<file path="config.mk">
export PLATFORM = sky130hd
export DESIGN_NAME = hour_set_ctrl
export DESIGN_NICKNAME = d
export VERILOG_FILES = /design/src/rtl/hour_set_ctrl.sv
export SDC_FILE = /design/constraint.sdc
export NUM_CORES = 1
export LEC_CHECK = 0
export CORE_MARGIN = 2
export CORE_UTILIZATION = 49
export DETAILED_ROUTE_END_ITERATION = 8
export PLACE_DENSITY = 0.77
export SYNTH_ARGS = -nofsm -noshare
export SYNTH_HDL_FRONTEND = slang
export SYNTH_SLANG_ARGS = --single-unit
</file>
<file path="constraint.sdc">
create_clock -name clock -period 1.5 [get_ports clock]
set_clock_uncertainty 0.05 [all_clocks]
set_input_delay 0.15 -clock clock [delete_from_list [all_inputs] [get_ports clock]]
set_output_delay 0.15 -clock clock [all_outputs]
set_load 0.1 [all_outputs]
</file>
<file path="src/rtl/hour_set_ctrl.sv">
// Seconds counter and RUN/SET_HOUR/SET_MIN sequencer that issues minute/hour advance strobes.
// Optional auto-repeat of held btn_inc in SET modes: define HOUR_SET_CTRL_AUTOREPEAT_EN.
module hour_set_ctrl #(
    parameter int unsigned REPEAT_DELAY = 8_000_000,
    parameter int unsigned REPEAT_RATE  = 2_000_000,
    parameter int unsigned CNT_W        = 24
) (
    input  logic       clock,
    input  logic       reset,
    input  logic       tick,
    input  logic       min_wrap,
    input  logic       btn_mode,
    input  logic       btn_inc,
    output logic       min_adv,
    output logic       hour_adv,
    output logic [1:0] mode,
    output logic [2:0] sec10,
    output logic [3:0] sec,
    output logic       blink
);

    typedef enum logic [1:0] {
        RUN      = 2'b00,
        SET_HOUR = 2'b01,
        SET_MIN  = 2'b10,
        BAD      = 2'b11
    } mode_t;

    mode_t      state, state_n;
    logic [1:0] mode_sync, inc_sync;
    logic       mode_prev, inc_prev;
    logic       mode_rise_c, inc_rise_c, rpt_fire_c, adv_c;
    logic [2:0] sec10_n;
    logic [3:0] sec_n;
    logic       blink_n, min_adv_n, hour_adv_n;

    // Two-flop synchronizers followed by rising-edge detectors
    always_ff @(posedge clock or posedge reset) begin
        if (reset) begin
            mode_sync <= 2'b00;
            inc_sync  <= 2'b00;
            mode_prev <= 1'b0;
            inc_prev  <= 1'b0;
        end else begin
            mode_sync <= {mode_sync[0], btn_mode};
            inc_sync  <= {inc_sync[0], btn_inc};
            mode_prev <= mode_sync[1];
            inc_prev  <= inc_sync[1];
        end
    end

    assign mode_rise_c = mode_sync[1] & ~mode_prev;
    assign inc_rise_c  = inc_sync[1] & ~inc_prev;

`ifdef HOUR_SET_CTRL_AUTOREPEAT_EN
    logic [CNT_W-1:0] rpt_cnt, rpt_cnt_n;
    logic             rpt_on, rpt_on_n;

    // Down-counter armed by the press edge; fires after DELAY, then every RATE cycles
    always_comb begin
        rpt_on_n   = rpt_on;
        rpt_cnt_n  = rpt_cnt;
        rpt_fire_c = 1'b0;
        if (mode_rise_c || state == RUN || state == BAD || !inc_sync[1]) begin
            rpt_on_n  = 1'b0;
            rpt_cnt_n = '0;
        end else if (inc_rise_c) begin
            rpt_on_n  = 1'b1;
            rpt_cnt_n = CNT_W'(REPEAT_DELAY - 1);
        end else if (rpt_on) begin
            if (rpt_cnt == '0) begin
                rpt_fire_c = 1'b1;
                rpt_cnt_n  = CNT_W'(REPEAT_RATE - 1);
            end else begin
                rpt_cnt_n = rpt_cnt - CNT_W'(1);
            end
        end
    end

    always_ff @(posedge clock or posedge reset) begin
        if (reset) begin
            rpt_on  <= 1'b0;
            rpt_cnt <= '0;
        end else begin
            rpt_on  <= rpt_on_n;
            rpt_cnt <= rpt_cnt_n;
        end
    end
`else
    logic unused_cfg;
    assign rpt_fire_c = 1'b0;
    assign unused_cfg = ^{CNT_W'(REPEAT_DELAY), CNT_W'(REPEAT_RATE)};
`endif

    assign adv_c = inc_rise_c | rpt_fire_c;

    // Next mode, seconds, blink and strobes; a mode edge pre-empts tick and inc in that cycle
    always_comb begin
        state_n    = state;
        sec10_n    = sec10;
        sec_n      = sec;
        blink_n    = blink;
        min_adv_n  = 1'b0;
        hour_adv_n = 1'b0;
        case (state)
            RUN: begin
                blink_n = 1'b0;
                if (mode_rise_c) begin
                    state_n = SET_HOUR;
                    sec10_n = 3'd0;
                    sec_n   = 4'd0;
                end else if (tick) begin
                    if (sec == 4'd9) begin
                        sec_n = 4'd0;
                        if (sec10 == 3'd5) begin
                            sec10_n    = 3'd0;
                            min_adv_n  = 1'b1;
                            hour_adv_n = min_wrap;
                        end else begin
                            sec10_n = sec10 + 3'd1;
                        end
                    end else begin
                        sec_n = sec + 4'd1;
                    end
                end
            end
            SET_HOUR: begin
                sec10_n = 3'd0;
                sec_n   = 4'd0;
                if (mode_rise_c) begin
                    state_n = SET_MIN;
                end else begin
                    if (tick) blink_n = ~blink;
                    if (adv_c) hour_adv_n = 1'b1;
                end
            end
            SET_MIN: begin
                sec10_n = 3'd0;
                sec_n   = 4'd0;
                if (mode_rise_c) begin
                    state_n = RUN;
                    blink_n = 1'b0;
                end else begin
                    if (tick) blink_n = ~blink;
                    if (adv_c) min_adv_n = 1'b1;
                end
            end
            default: begin
                state_n = RUN;
                blink_n = 1'b0;
                sec10_n = 3'd0;
                sec_n   = 4'd0;
            end
        endcase
    end

    always_ff @(posedge clock or posedge reset) begin
        if (reset) begin
            state    <= RUN;
            sec10    <= 3'd0;
            sec      <= 4'd0;
            blink    <= 1'b0;
            min_adv  <= 1'b0;
            hour_adv <= 1'b0;
        end else begin
            state    <= state_n;
            sec10    <= sec10_n;
            sec      <= sec_n;
            blink    <= blink_n;
            min_adv  <= min_adv_n;
            hour_adv <= hour_adv_n;
        end
    end

    assign mode = state;

endmodule

</file>
==> metrics.csv <==
metric;value;unit
most frequent cells in the layout;buf_12 (12), dfrtp_1 (9), a21oi_1 (7);
Rows;15;
Post-Synth XOR/XNOR Area;0.0101;
Worst setup EP type;register;
Worst setup SP type;register;
Mapped Cells;80;
number of diodes;0;
outcome;complete, no violations;
Die Ht;46.1;um
TritonCTS clock tree;yes;
CTS clk-pin slew, worst paths;0.11;ns
CTS resizes;0;
Post-CTS Hold Buffers;0;
PD cells;1560;nW/um2
P_leak;0.550;nW
RePlAce Congestion;0.818;
Final Hold Vio Count;0;
Slew Limit Fails;0;
Worst Setup SP;mode[1];
RSZ-0062 raised after global routing;no;
top_reg_cell synth;dfrtp_1;
I/O Pins;18;
WP data required;1.68;ns
die width;46.1;um
TritonRoute pass-1 iters;4;
critical path fanouts, max;8;
first-pass GRT wire length;2.68;mm
initial antenna violation count;0;
Vias/cell;5.40;
VDD IR-drop max;937;uV
post-route cell area;1270;um2
RR Endpoint;hour_adv;
largest net degree at the start of global routing;19;
MaxCap Viol Count;0;
worst setup path end;hour_adv;
WP data arrival;1.61;ns
synthesized area per cell;10.9;um2
Die ar.;2130;um2
DRC;0;
Vias;643;
Inserted Clock Buffers;3;
fraction of registers with async set/reset;1.00;
vias in the first global route;578;
Worst R2R Path Depth;5;
fraction of the mapped netlist area in adder cells;0.0719;
DR WL/cell;13.2;um
Detail Placement HPWL;1.20;mm
Clock Tree Buf Depth;2;
post-synthesis simple-gate area fraction;0.224;
main combinational cell family by area after synthesis;simple AND/OR/NAND/NOR gates;
core area;1690;um2
Slew HR;0.816;
crit share post-route;0.954;
final setup TNS;0;ns
slowest cell delay on critical path;0.52;ns
WL final;1.57;mm
placed instance area;1240;um2
ANT nets after route;0;
Area growth syn-to-layout;46.5;%
Tot GR Track Use;0.178;
Skew-Pair Late Insertion Delay;0.29;ns
register area share after synthesis;0.518;
crit path time final;1.43;ns
Synth cell types;28;
Highest Clock Rate;699;MHz
Final nets;114;
proportion of synthesized area in mux cells;0.0230;
hold slack;0.109;ns
reg2reg start;mode[1];
syn nets;91;
EDFF count, synth;0;
Slew @ Worst Pin;0.276;ns
clock root buffer;clkbuf_4;
kind of critical path;register to register;
Synth Area in Compound Gates;0.111;
Port Buffers;17;
commonest non-fill, non-tap cell in the layout;buf_12;
residual overflow from global routing;0;
Ys Warns;0;
initial core utilization;0.515;
critical-path cell list;inv_2 -> ha_2 -> nand3b_1 -> nor3_2 -> a31o_2;
Hold WC Path Type;primary input to async pin;
proportion of layout cells with a drive suffix above 1;0.412;
r2r setup slk;0.07;ns
post-synthesis register bit count;18;
Setup violations, final;0;
Slowest cell on crit path;dfrtp_4;
drt initial violations;9;
mapped cell area;870;um2
Total Power;0.00199;W
H-Tree Depth;1;
post-CTS setup buffers;0;
Sink Count;18;
## cell families after synthesis
kind of cell             Yosys count
adder cells (fa/ha/maj)            5
buffers and inverters              8
multiplexers                       2
AND/OR/NAND/NOR                   30
flip-flops                        18
XOR/XNOR                           1
AO/OA/AOI/OAI                     16
## routing by layer
metal	part of all wire	wire, um	vias to the layer above	track usage
li1	-	-	319	-
met1	0.50	779	304	0.266
met2	0.46	715	18	0.267
met3	0.038	60	2	0.0275
met4	0.0064	10	0	0.0514
met5	0	0	-	0
## power breakdown
group | leakage, nW | switching [W] | internal (W) | total, W
registers | 0.219 | 0.0000987 | 0.000574 | 0.000672
logic | 0.316 | 0.000648 | 0.000422 | 0.00107
clock network | 0.0150 | 0.000146 | 0.000103 | 0.000249
total | 0.550 | 0.000893 | 0.00110 | 0.00199
## how the worst min path moves through the flow
stage	from	endpoint	slack [ns]	depth (start not counted)
finish	reset	sec[0]	0.11	3
floorplan	reset	hour_adv	0.04	1
detailed placement	inc_sync[0]	inc_sync[1]	0.29	0
CTS	reset	mode_sync[0]	0.12	3
global route	reset	sec[1]	0.15	3
global placement	inc_sync[0]	inc_sync[1]	0.29	0
## worst max-delay path, delay by kind of cell, from the launching register on
family	cells	cell delay [ns]
fa+ha+maj	1	0.27
simple gates	2	0.28
flops	1	0.52
buf+inv	1	0.08
compound gates	1	0.18
## synthesized netlist by cell type, drive strengths merged (2+ instances only)
cell / count / share of area
nand4b: 2 / 0.020
a21oi: 10 / 0.062
nor2b: 2 / 0.014
or2: 2 / 0.014
nand3: 3 / 0.017
and4b: 2 / 0.023
nor2: 3 / 0.013
o21ai: 2 / 0.012
dfrtp: 18 / 0.52
nand2: 6 / 0.026
nand2b: 3 / 0.022
buf: 2 / 0.014
inv: 5 / 0.022
nand3b: 4 / 0.049
mux2i: 2 / 0.023
ha: 5 / 0.072
## cell type report
cell class / count / area [um2]
sequential: 18 / 472
multi-input combinational: 54 / 415
fill: 107 / 415
timing repair buffer: 21 / 320
clock buffer: 4 / 26.3
tap: 17 / 21.3
inverter: 5 / 18.8
## flip-flops by register name, indices dropped and copies added (netlist names)
| register | count |
|---|---|
| sec | 4 |
| sec10 | 3 |
| inc_sync | 2 |
| mode | 2 |
| mode_sync | 2 |
| blink | 1 |
| hour_adv | 1 |
| inc_prev | 1 |
| min_adv | 1 |
| mode_prev | 1 |
## through the flow
step,cells,utilization,setup slack [ns]
6_report,119,0.754,0.0692
5_1_grt,119,0.754,0.00700
4_1_cts,119,0.750,0.0700
3_5_place_dp,115,0.735,0.0535
3_3_place_gp,115,0.735,0.0981
2_1_floorplan,80,-,-0.0556
(Power assumes the default switching activity.)
